`config.mk`:
```
export PLATFORM = sky130hd
export DESIGN_NAME = mac_pe_sequenced
export DESIGN_NICKNAME = d
export VERILOG_FILES = /design/src/rtl/mac_pe_sequenced.sv
export SDC_FILE = /design/constraint.sdc
export NUM_CORES = 1
export LEC_CHECK = 0
export ABC_AREA = 0
export CAP_MARGIN = 25
export CORE_MARGIN = 3
export CORE_UTILIZATION = 56
export CTS_CLUSTER_DIAMETER = 80
export CTS_CLUSTER_SIZE = 30
export DETAILED_ROUTE_END_ITERATION = 7
export PLACE_DENSITY = 0.81
export SLEW_MARGIN = 40
export SYNTH_ARGS = -nofsm -noshare
export SYNTH_HDL_FRONTEND = slang
export SYNTH_SLANG_ARGS = --single-unit
```
`constraint.sdc`:
```
create_clock -name clk -period 7.7 [get_ports clk]
set_input_delay 1.54 -clock clk [delete_from_list [all_inputs] [get_ports clk]]
set_output_delay 1.54 -clock clk [all_outputs]
set_load 0.05 [all_outputs]
```
`src/rtl/mac_pe_sequenced.sv`:
```
// rtl/mac_pe_sequenced.sv - systolic MAC processing element with built-in accumulation-window sequencer
// Optional build macro: MAC_SATURATE_EN (saturating product and accumulation instead of modulo wrap).
module mac_pe_sequenced #(
   parameter int DATA_WIDTH = 32,
   parameter int ACC_LEN    = 7
) (
   input  logic                  clk,
   input  logic                  rst,
   input  logic [DATA_WIDTH-1:0] A_in,
   input  logic [DATA_WIDTH-1:0] B_in,
   output logic [DATA_WIDTH-1:0] A_out,
   output logic [DATA_WIDTH-1:0] B_out,
   output logic [DATA_WIDTH-1:0] C_out,
   output logic                  load_out
);

   // A one-product window still needs a 1-bit counter register.
   localparam int CNT_W = (ACC_LEN > 1) ? $clog2(ACC_LEN) : 1;
   localparam logic [CNT_W-1:0] CNT_LAST = CNT_W'(ACC_LEN - 1);

   logic [CNT_W-1:0]      cnt;
   logic [DATA_WIDTH-1:0] acc;
   logic [DATA_WIDTH-1:0] prod;
   logic [DATA_WIDTH-1:0] sum;

   // Window strobe comes purely from the counter so neighbours can share it.
   assign load_out = (cnt == CNT_LAST);

`ifdef MAC_SATURATE_EN
   logic [2*DATA_WIDTH-1:0] prod_full;
   logic [DATA_WIDTH:0]     sum_ext;

   // Saturating product and accumulate: any overflow clamps to all-ones.
   always_comb begin
      prod_full = {{DATA_WIDTH{1'b0}}, A_in} * {{DATA_WIDTH{1'b0}}, B_in};
      prod      = (|prod_full[2*DATA_WIDTH-1:DATA_WIDTH]) ? '1 : prod_full[DATA_WIDTH-1:0];
      sum_ext   = {1'b0, acc} + {1'b0, prod};
      sum       = sum_ext[DATA_WIDTH] ? '1 : sum_ext[DATA_WIDTH-1:0];
   end
`else
   // Modulo product and accumulate: results simply truncate to DATA_WIDTH.
   always_comb begin
      prod = A_in * B_in;
      sum  = acc + prod;
   end
`endif

   // Window counter: free-running, wraps after the last product of the window.
   always_ff @(posedge clk) begin
      if (rst) begin
         cnt <= '0;
      end else if (load_out) begin
         cnt <= '0;
      end else begin
         cnt <= cnt + CNT_W'(1);
      end
   end

   // Accumulate every cycle; on the window end publish the sum including this product and clear.
   always_ff @(posedge clk) begin
      if (rst) begin
         acc   <= '0;
         C_out <= '0;
      end else if (load_out) begin
         acc   <= '0;
         C_out <= sum;
      end else begin
         acc   <= sum;
      end
   end

   // Operand forwarding to the right and downward neighbours, one cycle late.
   always_ff @(posedge clk) begin
      if (rst) begin
         A_out <= '0;
         B_out <= '0;
      end else begin
         A_out <= A_in;
         B_out <= B_in;
      end
   end

endmodule

```
# After elaboration in Yosys (flattened, before gate mapping)
# Index checks and enable logic that the tools add are counted.
# op_classes
add_sub_neg	2
n_mul	1
n_eq_ne	1
n_reduce_logical	1
# op_table
cell	count
32-bit adder	1
32-bit by 32-bit multiplier with 32-bit output	1
3-bit by 1-bit adder with 3-bit output (second input constant)	1
3-bit equality test (second input constant)	1
2-bit OR reduction	1
# totals
reg_bits	131
in_bits	66
out_inout_bits	97
wordCells	10

# Longest topological paths before layout
# depth
ltp_word	2
mapped_depth	28
depth_no_buf	26

# Worst setup path before layout
# No wires, ideal clock.
# synth_path
kind	input to register
start	input port A_in[13]
end	register C_out[31]
setup_time_ns	0.161
arrival_time_ns	7.972
path_slack_ns	-0.434
cell_stages	24
n_path_buf	2
path_cell_list	buf_1 -> clkbuf_1 -> and2_1 -> fa_1 -> fa_1 -> fa_1 -> inv_1 -> fa_1 -> inv_1 -> fa_1 -> fa_1 -> fa_1 -> inv_1 -> fa_1 -> inv_1 -> ha_1 -> nand3_1 -> nor3_1 -> nor3_1 -> o2bb2ai_1 -> a311o_1 -> a41o_1 -> xnor2_1 -> a211oi_2
# synth_between
elab_chain_cells	2
# synth_lines
item	line_no	text
from (decl)	9	input logic [DATA_WIDTH-1:0] A_in,
32-bit by 32-bit multiplier with 32-bit output	43	prod = A_in * B_in;
32-bit adder	44	sum = acc + prod;
to (signal assigned)	66	C_out <= sum;
to (decl)	13	output logic [DATA_WIDTH-1:0] C_out,
# No other way between the ends.
# A chain may end at the register's enable or synchronous reset.

# Worst setup path after layout
# layout_path
start	input port A_in[22]
end	register C_out[30]
# The elaborated chain is that of the path after synthesis.

==> results.md <==
* Status: finished with violations
* Failing checks: negative setup slack
* Final worst path period share at 1.04
* WS Path Type: primary input to flip-flop
* Slew HR at 0.371
* Final setup fails at 19
* Global-route wire length before repair at between 100 and 150 mm
* Share of layout cells above drive strength 1 at 0.217
* RSZ-0062 raised after global routing: true
* # DRC at 0
* GPL Wtd Cong at approximately 0.97
* Reg2reg path depth at 23
* Clk pin slew, worst setup/hold paths at ~70 ps
* Layout Skew at ~32 ps
* Setup_tns at -2450 ps
* Final HPWL from detailed placement at between 40 and 50 mm
* Hold EP: C_out[4]
* Syn nets at roughly 2900
* Max Freq at between 0.1 and 0.15 GHz
* WL/cell at around 22 µm
* Initial DRC count at around 1700
* Clk sinks at ~130
* Measured slew at the worst slew-check pin at ~940 ps
* Hold Path Depth at 2
* Number of synthesis warnings at 0
* DR vias at around 17000
* H-Tree Depth at 4
* Min-delay src: C_out[4]
* Cell area after layout at 26900 µm²
* FILL cells at between 2000 and 2500
* Largest net degree at the start of global routing at between 90 and 100
* Final Hold Fails at 0
* Most used cell, CP: fa_1
* Clock Path Buffers at 2
* Number of flops mapped to enable cells by yosys at 0
* Die Height at 198 µm
* Worst Slack Setup Final at -311 ps
* TritonRoute pass-1 iters at 6
* CP required at between 8000 and 9000 ps
* Initial antenna violation count at 2
* Critical Path Source Type: primary input
* Die ar. at 39300 µm²
* Hold WC Path Type: flip-flop to flip-flop
* Slew Viols, Final at 0
* Post-DRT Antenna Nets at 0
* Cell variety after synth at 64
* Most frequent cells in the layout: inv_1 (469), fa_1 (411), and2_1 (267)
* Total global routing overflow at 0
* RR Endpoint: C_out[30]
* CP endpoint kind: flip-flop
* Placed cell area at around 24000 µm²
* Number of core rows at 69
* Die span in x at 198 µm
* WL final at about 69 mm
* CTS root buffer: clkbuf_16
* Later-pin clock latency in the skew report at between 400 and 500 ps
* I/O pin count at around 160
* Post-Syn Instances at 2241
* Critical path peak fanout at 4
* Number of synthesized register bits at 131
* Starting density of the core at 0.574
* Core Region at 36000 µm²
* Max Cap Violations at 0
* All-Layer GR Usage at 0.338
* Critical Path AT at between 8000 and 9000 ps
* Delay of the slowest critical-path stage at 590 ps
* CTS buffer count at 17
* Async set or reset register ratio after synthesis at 0
* Most common cell after layout, fill and taps aside: inv_1
* Tmin final at between 8000 and 9000 ps
* Synth Cell Area at slightly above 20000 µm²
* Area grow syn2layout at 29.9%
* Post-synthesis sequential area ratio at 0.127
* Number of port buffers at approximately 160
* Top_reg_cell synth: dfxtp_1
* R2r setup slk at 940 ps
* Reg-to-reg critical path startpoint: acc[24]
* CP max stage cell: fa_1
* Post-synthesis average cell area at between 9 and 10 µm²
* CTS tree: built
* Vias in the first global route at around 19000
* Drt via density at ~5.6
* # nets final at 3249
-- metal layers --
| layer | vias up | routed length, µm | GRT usage |
|---|---|---|---|
| li1 | 7228 | - | - |
| met1 | 8482 | 25400 | 0.454 |
| met2 | 1270 | 31100 | 0.527 |
| met3 | 361 | 8150 | 0.0878 |
| met4 | 2 | 4040 | 0.141 |
| met5 | - | 13 | 0 |
-- synthesized netlist by cell type, types with 5 or more instances --
cell | number | share of area
a211oi_1 | 5 | 0.0018
a21o_1 | 13 | 0.0047
a21oi_1 | 40 | 0.0097
and2_1 | 305 | 0.092
and3_1 | 9 | 0.0027
buf_1 | 6 | 0.0011
clkbuf_1 | 98 | 0.018
dfxtp_1 | 131 | 0.13
fa_1 | 438 | 0.42
ha_1 | 126 | 0.076
inv_1 | 506 | 0.092
nand2_1 | 269 | 0.049
nand3_1 | 16 | 0.0039
nor2_1 | 41 | 0.0074
nor2b_1 | 65 | 0.020
nor3_1 | 10 | 0.0024
o21ai_0 | 8 | 0.0019
xnor2_1 | 63 | 0.027
xor2_1 | 18 | 0.0076
-- sequential cells by signal, indices dropped and copies added (netlist names) --
register and cells:
A_out 32, cnt 3, C_out 32, B_out 32, acc 32
-- how the worst max path moves through the flow --
stage / start / endpoint / slack (ps) / cells after the start
after floorplan: B_in[3] / C_out[30] / -80 / 26
after global placement: B_in[0] / C_out[31] / -840 / 26
after detailed placement: B_in[3] / C_out[31] / -980 / 27
after CTS: B_in[3] / C_out[30] / -290 / 27
after global routing: A_in[21] / C_out[30] / -440 / 27
final: A_in[22] / C_out[30] / -310 / 26
-- area by class of cell --
cell class / count / area (µm²) / area share
diodes: 1 / 2.50 / 0.0000932
repair buffers: 471 / 4690 / 0.175
flip-flops and latches: 131 / 2620 / 0.0977
multi-input cells: 1492 / 16400 / 0.612
clock inverters: 15 / 213 / 0.00792
well taps: 461 / 577 / 0.0215
clock buffers: 17 / 425 / 0.0158
inverters: 506 / 1900 / 0.0707
-- what timing repair did --
| item | in CTS | in global routing |
|---|---|---|
| endpoints found under the setup margin | 35 | 34 |
| setup buffers | 76 | 34 |
| hold buffers | 0 | 0 |
| pin swaps | 98 | 86 |
| gates cloned | 7 | 4 |
| resized for setup | 197 | 186 |
-- logic make-up (layout without fill, tap and decap cells) --
family / count (synthesis) / count (layout) / share of synthesized area
compound gates: 108 / 108 / 0.0366
xor+xnor: 83 / 83 / 0.0362
fa+ha+maj: 564 / 564 / 0.500
buf+inv: 618 / 1009 / 0.114
flops: 131 / 131 / 0.127
other cells: 0 / 1 / 0
simple gates: 737 / 737 / 0.186
-- through the flow --
step	hold WS [ps]	std cells	setup WS (ps)	util
floorplan	417	2241	-83.3	-
global placement	426	2951	-845	0.680
global route	480	3094	-435	0.746
finish	460	3094	-311	0.746
detailed placement	448	2951	-981	0.680
CTS	461	3064	-295	0.730
-- worst max-delay path, delay by kind of cell --
family,cells,cell delay (ps)
and+or+nand+nor,6,1220
AOI/OAI and AO/OA,3,550
buffers and inverters,8,680
adders and majority gates,9,4400
Power is not shown: default switching activity piles up to over one toggle a cycle in this logic, so the estimate is an artifact.
